File: src/rtl/cl_dmem_port_if.sv
// Core/memory bus bundle for the data-memory port sequencer.
// The slave view is the sequencer; the master view is the core plus memory environment.
interface cl_dmem_port_if;
  logic        req_v_i;
  logic        is_store_i;
  logic        is_byte_i;
  logic [31:0] addr_i;
  logic [31:0] wdata_i;
  logic        stall_o;
  logic        done_o;
  logic [31:0] rdata_o;
  logic        err_o;
  logic        mem_v_o;
  logic        mem_we_o;
  logic [29:0] mem_addr_o;
  logic [3:0]  mem_be_o;
  logic [31:0] mem_wdata_o;
  logic        mem_yumi_i;
  logic        mem_rsp_v_i;
  logic [31:0] mem_rdata_i;

  modport slave (
    input  req_v_i, is_store_i, is_byte_i, addr_i, wdata_i,
    input  mem_yumi_i, mem_rsp_v_i, mem_rdata_i,
    output stall_o, done_o, rdata_o, err_o,
    output mem_v_o, mem_we_o, mem_addr_o, mem_be_o, mem_wdata_o
  );

  modport master (
    output req_v_i, is_store_i, is_byte_i, addr_i, wdata_i,
    output mem_yumi_i, mem_rsp_v_i, mem_rdata_i,
    input  stall_o, done_o, rdata_o, err_o,
    input  mem_v_o, mem_we_o, mem_addr_o, mem_be_o, mem_wdata_o
  );
endinterface

File: src/rtl/cl_dmem_port.sv
// Data-memory port sequencer: one load/store at a time over a valid/yumi memory bus,
// with byte-lane formatting, misalignment rejection and a load response timeout.
//
// state    | meaning
// IDLE     | waiting for req_v_i; captures the op
// REQ      | mem_v_o held until mem_yumi_i
// WAIT_RSP | load accepted, waiting for mem_rsp_v_i or timeout
// ERR      | one-cycle error completion, no memory access
module cl_dmem_port #(
  parameter int unsigned TIMEOUT_CYCLES = 255
) (
  input  logic clk,
  input  logic reset,
  cl_dmem_port_if.slave bus
);

  typedef enum logic [1:0] {IDLE, REQ, WAIT_RSP, ERR} state_t;

  state_t      state_q, state_d;
  logic        is_store_q, is_byte_q;
  logic [31:0] addr_q, wdata_q;
  logic [7:0]  cnt_q;

  logic        misaligned, timeout;
  logic [7:0]  lane;

  logic        done, err, mem_v, mem_we;
  logic [31:0] rdata, mem_wdata;
  logic [29:0] mem_addr;
  logic [3:0]  mem_be;

  assign misaligned = ~bus.is_byte_i & (bus.addr_i[1:0] != 2'b00);
  // The counter is cleared on yumi, so TIMEOUT_CYCLES-1 lands the abort exactly TIMEOUT_CYCLES after it.
  assign timeout    = (cnt_q == 8'(TIMEOUT_CYCLES - 1));

  always_ff @(posedge clk or posedge reset) begin
    if (reset) state_q <= IDLE;
    else       state_q <= state_d;
  end

  always_comb begin
    state_d = state_q;
    case (state_q)
      IDLE:     if (bus.req_v_i) state_d = misaligned ? ERR : REQ;
      REQ:      if (bus.mem_yumi_i) state_d = is_store_q ? IDLE : WAIT_RSP;
      WAIT_RSP: if (bus.mem_rsp_v_i || timeout) state_d = IDLE;
      ERR:      state_d = IDLE;
      default:  state_d = IDLE;
    endcase
  end

  always_ff @(posedge clk or posedge reset) begin
    if (reset) begin
      is_store_q <= 1'b0;
      is_byte_q  <= 1'b0;
      addr_q     <= '0;
      wdata_q    <= '0;
      cnt_q      <= '0;
    end else begin
      if (state_q == IDLE && bus.req_v_i) begin
        is_store_q <= bus.is_store_i;
        is_byte_q  <= bus.is_byte_i;
        addr_q     <= bus.addr_i;
        wdata_q    <= bus.wdata_i;
      end
      if (state_q == REQ)           cnt_q <= '0;
      else if (state_q == WAIT_RSP) cnt_q <= cnt_q + 8'd1;
    end
  end

  always_comb begin
    case (addr_q[1:0])
      2'd0:    lane = bus.mem_rdata_i[7:0];
      2'd1:    lane = bus.mem_rdata_i[15:8];
      2'd2:    lane = bus.mem_rdata_i[23:16];
      default: lane = bus.mem_rdata_i[31:24];
    endcase
  end

  always_comb begin
    done      = 1'b0;
    err       = 1'b0;
    rdata     = '0;
    mem_v     = 1'b0;
    mem_we    = 1'b0;
    mem_addr  = '0;
    mem_be    = '0;
    mem_wdata = '0;
    case (state_q)
      REQ: begin
        mem_v     = 1'b1;
        mem_we    = is_store_q;
        mem_addr  = addr_q[31:2];
        mem_be    = (is_store_q && is_byte_q) ? (4'b0001 << addr_q[1:0]) : 4'b1111;
        mem_wdata = is_byte_q ? {4{wdata_q[7:0]}} : wdata_q;
        done      = bus.mem_yumi_i & is_store_q;
      end
      WAIT_RSP: begin
        if (bus.mem_rsp_v_i) begin
          done  = 1'b1;
          rdata = is_byte_q ? {24'b0, lane} : bus.mem_rdata_i;
        end else if (timeout) begin
          done = 1'b1;
          err  = 1'b1;
        end
      end
      ERR: begin
        done = 1'b1;
        err  = 1'b1;
      end
      default: ;
    endcase
  end

  assign bus.done_o      = done;
  assign bus.err_o       = err;
  assign bus.rdata_o     = rdata;
  assign bus.stall_o     = bus.req_v_i & ~done;
  assign bus.mem_v_o     = mem_v;
  assign bus.mem_we_o    = mem_we;
  assign bus.mem_addr_o  = mem_addr;
  assign bus.mem_be_o    = mem_be;
  assign bus.mem_wdata_o = mem_wdata;

endmodule

File: src/flat_wrapper.sv
// flat-port wrapper written by rule: the top's interface ports become plain ports
module cl_dmem_port_flat 
#(
  parameter int unsigned TIMEOUT_CYCLES = 255
)
  (clk, reset, bus_req_v_i, bus_is_store_i, bus_is_byte_i, bus_addr_i, bus_wdata_i, bus_mem_yumi_i, bus_mem_rsp_v_i, bus_mem_rdata_i, bus_stall_o, bus_done_o, bus_rdata_o, bus_err_o, bus_mem_v_o, bus_mem_we_o, bus_mem_addr_o, bus_mem_be_o, bus_mem_wdata_o);
  cl_dmem_port_if bus_i ();
  input  logic clk;
  input  logic reset;
  input wire logic [$bits(bus_i.req_v_i)-1:0] bus_req_v_i;
  input wire logic [$bits(bus_i.is_store_i)-1:0] bus_is_store_i;
  input wire logic [$bits(bus_i.is_byte_i)-1:0] bus_is_byte_i;
  input wire logic [$bits(bus_i.addr_i)-1:0] bus_addr_i;
  input wire logic [$bits(bus_i.wdata_i)-1:0] bus_wdata_i;
  input wire logic [$bits(bus_i.mem_yumi_i)-1:0] bus_mem_yumi_i;
  input wire logic [$bits(bus_i.mem_rsp_v_i)-1:0] bus_mem_rsp_v_i;
  input wire logic [$bits(bus_i.mem_rdata_i)-1:0] bus_mem_rdata_i;
  output wire logic [$bits(bus_i.stall_o)-1:0] bus_stall_o;
  output wire logic [$bits(bus_i.done_o)-1:0] bus_done_o;
  output wire logic [$bits(bus_i.rdata_o)-1:0] bus_rdata_o;
  output wire logic [$bits(bus_i.err_o)-1:0] bus_err_o;
  output wire logic [$bits(bus_i.mem_v_o)-1:0] bus_mem_v_o;
  output wire logic [$bits(bus_i.mem_we_o)-1:0] bus_mem_we_o;
  output wire logic [$bits(bus_i.mem_addr_o)-1:0] bus_mem_addr_o;
  output wire logic [$bits(bus_i.mem_be_o)-1:0] bus_mem_be_o;
  output wire logic [$bits(bus_i.mem_wdata_o)-1:0] bus_mem_wdata_o;
  assign bus_i.req_v_i = bus_req_v_i;
  assign bus_i.is_store_i = bus_is_store_i;
  assign bus_i.is_byte_i = bus_is_byte_i;
  assign bus_i.addr_i = bus_addr_i;
  assign bus_i.wdata_i = bus_wdata_i;
  assign bus_i.mem_yumi_i = bus_mem_yumi_i;
  assign bus_i.mem_rsp_v_i = bus_mem_rsp_v_i;
  assign bus_i.mem_rdata_i = bus_mem_rdata_i;
  assign bus_stall_o = bus_i.stall_o;
  assign bus_done_o = bus_i.done_o;
  assign bus_rdata_o = bus_i.rdata_o;
  assign bus_err_o = bus_i.err_o;
  assign bus_mem_v_o = bus_i.mem_v_o;
  assign bus_mem_we_o = bus_i.mem_we_o;
  assign bus_mem_addr_o = bus_i.mem_addr_o;
  assign bus_mem_be_o = bus_i.mem_be_o;
  assign bus_mem_wdata_o = bus_i.mem_wdata_o;
  cl_dmem_port #(.TIMEOUT_CYCLES(TIMEOUT_CYCLES)) u_core (.clk(clk), .reset(reset), .bus(bus_i));
endmodule
File: config.mk
export PLATFORM = sky130hd
export DESIGN_NAME = cl_dmem_port_flat
export DESIGN_NICKNAME = d
export VERILOG_FILES = /design/src/rtl/cl_dmem_port_if.sv /design/src/rtl/cl_dmem_port.sv /design/src/flat_wrapper.sv
export SDC_FILE = /design/constraint.sdc
export NUM_CORES = 1
export LEC_CHECK = 0
export CORE_MARGIN = 8
export CORE_UTILIZATION = 38
export DETAILED_ROUTE_END_ITERATION = 16
export GPL_ROUTABILITY_DRIVEN = 0
export PLACE_DENSITY_LB_ADDON = 0.05
export SLEW_MARGIN = 10
export SYNTH_ARGS = -nofsm -noshare
export SYNTH_HDL_FRONTEND = slang
export SYNTH_SLANG_ARGS = --single-unit
File: constraint.sdc
create_clock -name clk -period 2.25 [get_ports clk]
set_clock_uncertainty 0.15 [all_clocks]
set_input_delay 0.3375 -clock clk [delete_from_list [all_inputs] [get_ports clk]]
set_output_delay 0.3375 -clock clk [all_outputs]
set_load 0.02 [all_outputs]
# --- Word-level counts from Yosys, hierarchy flattened ---
# Index checks and enable logic that the tools add are counted.
word_totals:
  reg_bits: 76
  latchBits: 0
  mem_bits_rw: 0
  n_memories: 0
  out_inout_bits: 103
  rom_bits: 0
  wordCells: 54
  in_bits: 103
op_classes:
  magnitude_cmp: 0
  shift: 1
  n_div: 0
  muxes: 24
  reduce_logical: 8
  addsub: 1
  multipliers: 0
  n_eq_ne: 9
  bitwise_logic: 5
ops:
  columns: ["cell", "n"]
  rows:
  - ["$mux 32", 5]
  - ["$mux 30", 1]
  - ["$pmux 8 s3", 1]
  - ["$mux 8", 2]
  - ["$mux 2", 5]
  - ["$add 8x1->8 const B", 1]
  - ["$eq 8x8->1 const B", 1]
  - ["$mux 4", 2]
  - ["$pmux 2 s4", 1]
  - ["$eq 2x2->1 const B", 3]
  - ["$mux 1", 5]
  - ["$eq 2x1->1 const B", 2]
  - ["$logic_not 2->1", 2]
  - ["$ne 2x2->1 const B", 2]
  - ["$reduce_bool 2->1", 2]
  - ["$shl 1x2->4 const A", 1]
  - ["$and 1x1->1", 3]
  - ["$pmux 1 s3", 1]
  - ["$reduce_and 3->1", 1]
  - ["$logic_and 1x1->1", 2]
  - ["$ne 2x1->1 const B", 1]
  - ["$not 1->1", 2]
  - ["$pmux 1 s2", 1]
  - ["$logic_or 1x1->1", 1]

# --- Depth between registers and ports, before layout ---
# Gate-level depths: netlist of run 1.
depth:
  ltp_word: 6
  mapped_depth: 7

# --- Worst setup path before layout of run 1 ---
# OpenSTA, ideal clock, no wires.
synth_timing:
  path_type: "flip-flop to output port"
  startpoint: "register u_core.state_q[1]"
  endpoint: "output port bus_mem_wdata_o[29]"
  slack_ps: 91
  arrival_time_ps: 1671
  path_buffers: 2
  stages_incl_launch_ff: 6
  t_required_ps: 1762
  path_cell_list: "dfrtp_1 > inv_1 > ha_1 > buf_2 > clkbuf_1 > a21boi_1"
synth_between:
  elab_chain_len: 2
synth_rtl:
  columns: ["item", "line", "text"]
  rows:
  - ["start, declared", "cl_dmem_port.sv:19", "state_t state_q, state_d;"]
  - ["start signal, assigned", "cl_dmem_port.sv:38", "else state_q <= state_d;"]
  - ["$eq 2x1->1", "cl_dmem_port.sv:89", "case (state_q)"]
  - ["$mux 32", "cl_dmem_port.sv:89", null]
  - ["end, declared", "flat_wrapper.sv:26", "output wire logic [$bits(bus_i.mem_wdata_o)-1:0] bus_mem_wdata_o;"]
# Every way passes these cells.

# --- Worst setup path in the final report of run 1 ---
layout_timing:
  startpoint: "register u_core.state_q[0]"
  endpoint: "output port bus_mem_addr_o[27]"
layout_between:
  elab_chain_len: 2
layout_rtl:
  columns: ["item", "line", "text"]
  rows:
  - ["$eq 2x1->1", "cl_dmem_port.sv:89", null]
  - ["$mux 30", "cl_dmem_port.sv:89", null]
  - ["end, declared", "flat_wrapper.sv:24", "output wire logic [$bits(bus_i.mem_addr_o)-1:0] bus_mem_addr_o;"]
# Every way passes these cells.

==> flow_summary.yaml, run 1 <==
grt:
  grt_pass1_vias: 4017
  grt_pass1_wl_um: 21300
  track_usage: 0.178
  antenna_found_initial: 0
  grt_max_degree: 69
  grt_overflow_total: 0
drt:
  viasPerCell: 4.85
  wire_per_inst_um: 18.1
  first_pass_iters: 4
  via_count: 3724
  detail_route.iter0.violations: 125
  drc: 0
  routed_wl_um: 13900
  postRouteAntennaNets: 0
yosys:
  ys_seq_area_frac: 0.429
  syn_inst: 388
  synth_top_area_share: 0.429
  yosys_warnings: 0
  synth_top_area_cell: "dfrtp_1"
  synth-edff-count: 0
  avgSynthCellArea_um2: 11.4
  syn_area_um2: 4430
  synthTopCellsByArea: "dfrtp_1, mux2_4, and2_1"
  ys_ff_latch: 76
  yosysMostFrequentCell: "dfrtp_1"
  syn_nets: 498
  synthFlopType: "dfrtp_1"
  synth_commonest_cells: "dfrtp_1, and2_1, mux2_4"
  netlist-cell-type-count: 39
  async_reset_ff_frac: 1.00
flow_run:
  drv_cap: 0
power:
  leakage_nw: 3.29
  ir_drop_uv: 655
  power_density_nw_per_um2: 1330
  fin_total_pwr_mw: 9.22
critical_path:
  crit_path_end: "bus_mem_addr_o[27]"
  critPathCaptureType: "output port"
  critPathRequiredTime_ns: 1.76
  arrival_ns: 1.72
  reg2reg_depth: 7
  critPathLaunch: "u_core.state_q[0]"
  crit_type: "reg -> out"
  cp_max_fo: 28
  crit_path_start_kind: "register"
  worstReg2RegStart: "u_core.state_q[1]"
  rrSetupSlack_ns: 0.31
  reg2reg_to: "u_core.cnt_q[7]"
clock_tree:
  clkTransAtPathRegs_ns: 0.06
  clockRootBuffer: "clkbuf_16"
  clk_latency_ns: 0.33
  cts_tree: "built"
  cts_max_level: 3
  cts_max_path_buffers: 2
  ctsHoldBuffers: 0
  cts_sinks: 76
  cts-buffers-inserted: 9
final_layout:
  final_cell_count_no_fill: 768
  layout-drive-gt1-share: 0.373
  nNetsFinal: 730
  antenna_cells: 0
  area_growth_pct: 56.9
  nFillCells: 1030
place:
  io_buffers: 205
  hpwl_um: 10600
  dp_cells: 751
run_status:
  status: "complete, no violations"
timing:
  rsz0062_at_grt: "yes"
  tightest_slew_ns: 0.380
  fmax_mhz: 453
  drv_slew: 0
  max_slew_margin: 0.746
  final_hold_viol_count: 0
  setup_viol: 0
  period_minus_slack_ns: 2.21
  fin_crit_sh: 0.980
  tns_ns: 0
die:
  ioPinCount: 206
  start_util: 0.388
  die_area_um2: 15400
  chipHeight_um: 124
  core-area_um2: 11400
  die_w_um: 124
  num_rows: 39
min_path:
  holdCritPathClass: "in -> async"
## metal layers
layer,vias up,track usage,share of wire
met2,152,0.303,0.47
met4,0,0.0513,0.012
met1,1777,0.198,0.40
met5,-,0,0
li1,1784,-,-
met3,11,0.0775,0.12
## flip-flops by register name (all words and copies together), names as in the netlist
name and count:
u_core.is_store_q 1, u_core.addr_q 32, u_core.state_q 2, u_core.wdata_q 32, u_core.is_byte_q 1, u_core.cnt_q 8
## final cells by class
class                   instances  area [µm²]  share of cell area
repair buffers                246        2130               0.306
flip-flops and latches         76        1900               0.274
clock buffers                  11         253              0.0364
well taps                     143         179              0.0257
clock inverters                 5        60.1             0.00864
multi-input cells             279        2390               0.344
inverters                       8        33.8             0.00486
## worst max-delay path, cell delays in order, from the launching register on
cell and delay [ns]:
dfrtp_1 0.38, buf_4 0.15, ha_4 0.17, buf_12 0.16
buf_8 0.15, and2_1 0.13, clkdlybuf4s15_2 0.25
## how the worst min path moves through the flow
stage               cells past startpoint                end         startpoint
floorplan                               1    u_core.cnt_q[3]    u_core.cnt_q[3]
detailed placement                      1  u_core.addr_q[22]  u_core.addr_q[22]
CTS                                     2  u_core.addr_q[20]              reset
finish                                  2  u_core.addr_q[19]              reset
global placement                        1  u_core.addr_q[30]  u_core.addr_q[30]
global route                            2  u_core.addr_q[16]              reset
## layout by cell type, fill, tap and decap left out, drive strengths merged, types with 3 or more instances in the layout
cell type	count
dlygate4sd2	16
o21ai	9
buf	110
clkdlybuf4s15	16
dfrtp	76
clkdlybuf4s50	102
nand4	3
nor2b	4
ha	7
inv	7
mux2i	3
nand2	21
clkinvlp	5
o21a	4
nand3	4
mux2	72
o31ai	3
and2	63
a22oi	6
a21boi	24
xor2	3
nand2b	27
nor2	6
clkbuf	13
a21oi	6
## kinds of logic after synthesis
kind of cell,Yosys count,synth area share
muxes,77,0.234
AOI/OAI and AO/OA,58,0.0918
xor gates and xnor gates,4,0.00791
buffers and inverters,33,0.0415
DFF,76,0.429
and+or+nand+nor,133,0.176
adders and majority gates,7,0.0198
## stage by stage
step / setup slack, ns / hold WS (ns) / utilization / instance area, µm²
2_1_floorplan: 0.0912 / 0.319 / - / 4430
3_5_place_dp: -0.268 / 0.338 / 0.605 / 6910
6_report: 0.0449 / 0.150 / 0.609 / 6950
5_1_grt: -0.0338 / 0.165 / 0.609 / 6950
3_3_place_gp: -0.240 / 0.333 / 0.605 / 6910
4_1_cts: 0.00201 / 0.144 / 0.619 / 7060
## power by group
part           internal, mW  switching, mW  leakage (nW)
Clock                 0.919          0.563         0.140
Sequential             2.04          0.390         0.906
Combinational          2.72           2.59          2.24
Total                  5.68           3.55          3.29
## timing repair
item / CTS / global route
pin swaps: 0 / 2
resized for setup: 343 / 50
endpoints found under the setup margin: 103 / 67
buffers inserted: 0 / 1
(Power assumes the default switching activity.)
==> inputs of run 2 (changes only) <==
--- a/config.mk
+++ b/config.mk
@@ -5,7 +5,6 @@
 export SDC_FILE = /design/constraint.sdc
 export NUM_CORES = 1
 export LEC_CHECK = 0
-export CORE_MARGIN = 8
 export CORE_UTILIZATION = 38
 export DETAILED_ROUTE_END_ITERATION = 16
 export GPL_ROUTABILITY_DRIVEN = 0
==> run 2 against run 1 <==
Final area decreased by 0.63%. Global-route usage increased by 3.1 points. Hold slack improved by 0.059 ns. Sequential share of layout area increased by 0.17 points. Worst setup slack improved by 0.027 ns. Wire length decreased by 11%. Non-clock buffer count decreased by 1. Clock power decreased by 11%. Total power decreased by 2.6%. Maximum frequency increased by 1.2%. Critical path type unchanged. Largest cell class unchanged.
==> flow_summary.yaml, run 2 (synthesis results as in run 1) <==
die:
  num_rows: 39
  chipHeight_um: 110
  core-area_um2: 11400
  start_util: 0.390
  die_area_um2: 12100
  die_w_um: 110
  ioPinCount: 206
clock_tree:
  clk_latency_ns: 0.32
  clkTransAtPathRegs_ns: 0.06
  cts_tree: "built"
  cts_max_path_buffers: 2
  clockRootBuffer: "clkbuf_16"
  cts_max_level: 3
  ctsHoldBuffers: 0
  cts_sinks: 76
  cts-buffers-inserted: 9
drt:
  wire_per_inst_um: 16.1
  first_pass_iters: 4
  postRouteAntennaNets: 0
  routed_wl_um: 12300
  viasPerCell: 4.86
  drc: 0
  detail_route.iter0.violations: 165
  via_count: 3724
grt:
  grt_pass1_wl_um: 19100
  grt_pass1_vias: 3763
  track_usage: 0.208
  antenna_found_initial: 0
  grt_overflow_total: 0
  grt_max_degree: 48
timing:
  drv_slew: 0
  setup_viol: 0
  whs_ns: 0.210
  fin_crit_sh: 0.968
  tightest_slew_ns: 0.375
  max_slew_margin: 0.750
  period_minus_slack_ns: 2.18
  final_hold_viol_count: 0
  fmax_mhz: 459
critical_path:
  reg2reg_depth: 7
  max_stage_delay_ns: 0.40
  cp_num_buf_inv: 3
  crit_chain: "buf_4 -> ha_4 -> buf_12 -> and2_1 -> dlygate4sd2_1"
  cpLargestDelayFamily: "buffers and inverters"
  arrival_ns: 1.69
  cp_max_fo: 25
  crit_path_start_kind: "register"
  rrSetupSlack_ns: 0.33
  cpMaxStageDelayCell: "dfrtp_1"
  crit_type: "reg -> out"
  worstReg2RegStart: "u_core.state_q[1]"
  reg2reg_to: "u_core.cnt_q[7]"
  critPathCaptureType: "output port"
  critPathRequiredTime_ns: 1.76
  crit_cells: 5
final_layout:
  nFillCells: 1017
  antenna_cells: 0
  nNetsFinal: 729
  final_util: 0.608
  area_growth_pct: 56.0
  seq_area_um2: 1900
  layout-drive-gt1-share: 0.332
  reg_top3: "u_core.addr_q x32, u_core.wdata_q x32, u_core.cnt_q x8"
  mostFrequentLayoutCells: "clkdlybuf4s50_1, dfrtp_1, and2_1"
  multi_input_area_um2: 2390
  final_common_cell: "clkdlybuf4s50_1"
flow_run:
  drv_cap: 0
power:
  leakage_nw: 3.30
  ir_drop_uv: 578
  power_density_nw_per_um2: 1300
min_path:
  holdCritPathClass: "in -> async"
place:
  io_buffers: 205
  hpwl_um: 9110
run_status:
  status: "complete, no violations"
## run 2: how the worst max path moves through the flow
stage | startpoint | to | slack, ns
2_1_floorplan | u_core.state_q[1] | bus_mem_wdata_o[29] | 0.09
3_3_place_gp | bus_mem_rsp_v_i | bus_rdata_o[2] | -0.30
4_1_cts | u_core.state_q[0] | bus_rdata_o[2] | -0.07
3_5_place_dp | bus_mem_rsp_v_i | bus_rdata_o[2] | -0.33
5_1_grt | u_core.cnt_q[0] | bus_err_o | -0.005
6_report | u_core.state_q[0] | bus_mem_addr_o[11] | 0.07
## run 2: worst reg2reg max path, cell delays in order (launching register included)
cell     delay, ns
dfrtp_1       0.38
inv_2         0.07
buf_4         0.13
ha_1          0.44
and3_4        0.26
nor3b_2       0.17
xnor2_1       0.14
a21oi_1       0.05
## run 2: repair_timing
action	4_1_cts	5_1_grt
resized for setup	254	82
buffers inserted	1	1
pin swaps	1	0
setup endpoints to repair	103	101
## run 2: per-stage QoR
step	std cells	area, µm²	setup slack [ns]	power (mW)	setup TNS, ns
2_1_floorplan	388	4430	0.0912	5.74	0
3_3_place_gp	749	6890	-0.299	8.01	-8.07
3_5_place_dp	749	6890	-0.332	8.11	-9.47
4_1_cts	765	7150	-0.0714	9.16	-1.37
5_1_grt	766	6910	-0.00496	9.62	-0.00654
6_report	766	6910	0.0721	8.99	0
## run 2: power breakdown
group	internal [mW]	total [mW]	switching, mW	leakage [nW]
Clock	0.802	1.32	0.521	0.129
Combinational	2.68	5.22	2.54	2.27
Sequential	2.04	2.44	0.409	0.906
Total	5.52	8.99	3.47	3.30
## run 2: final cells by class
cell class                 instances  share of cell area
clock buffer                      14              0.0382
clock inverter                     1             0.00109
inverter                           8             0.00489
multi-input combinational        279               0.346
sequential                        76               0.276
tap                              143              0.0259
timing repair buffer             245               0.308
## run 2: metal layers
layer | track usage | share of wire
met4 | 0.0562 | 0.010
met1 | 0.235 | 0.39
met2 | 0.372 | 0.50
met3 | 0.0699 | 0.10
met5 | 0 | 0
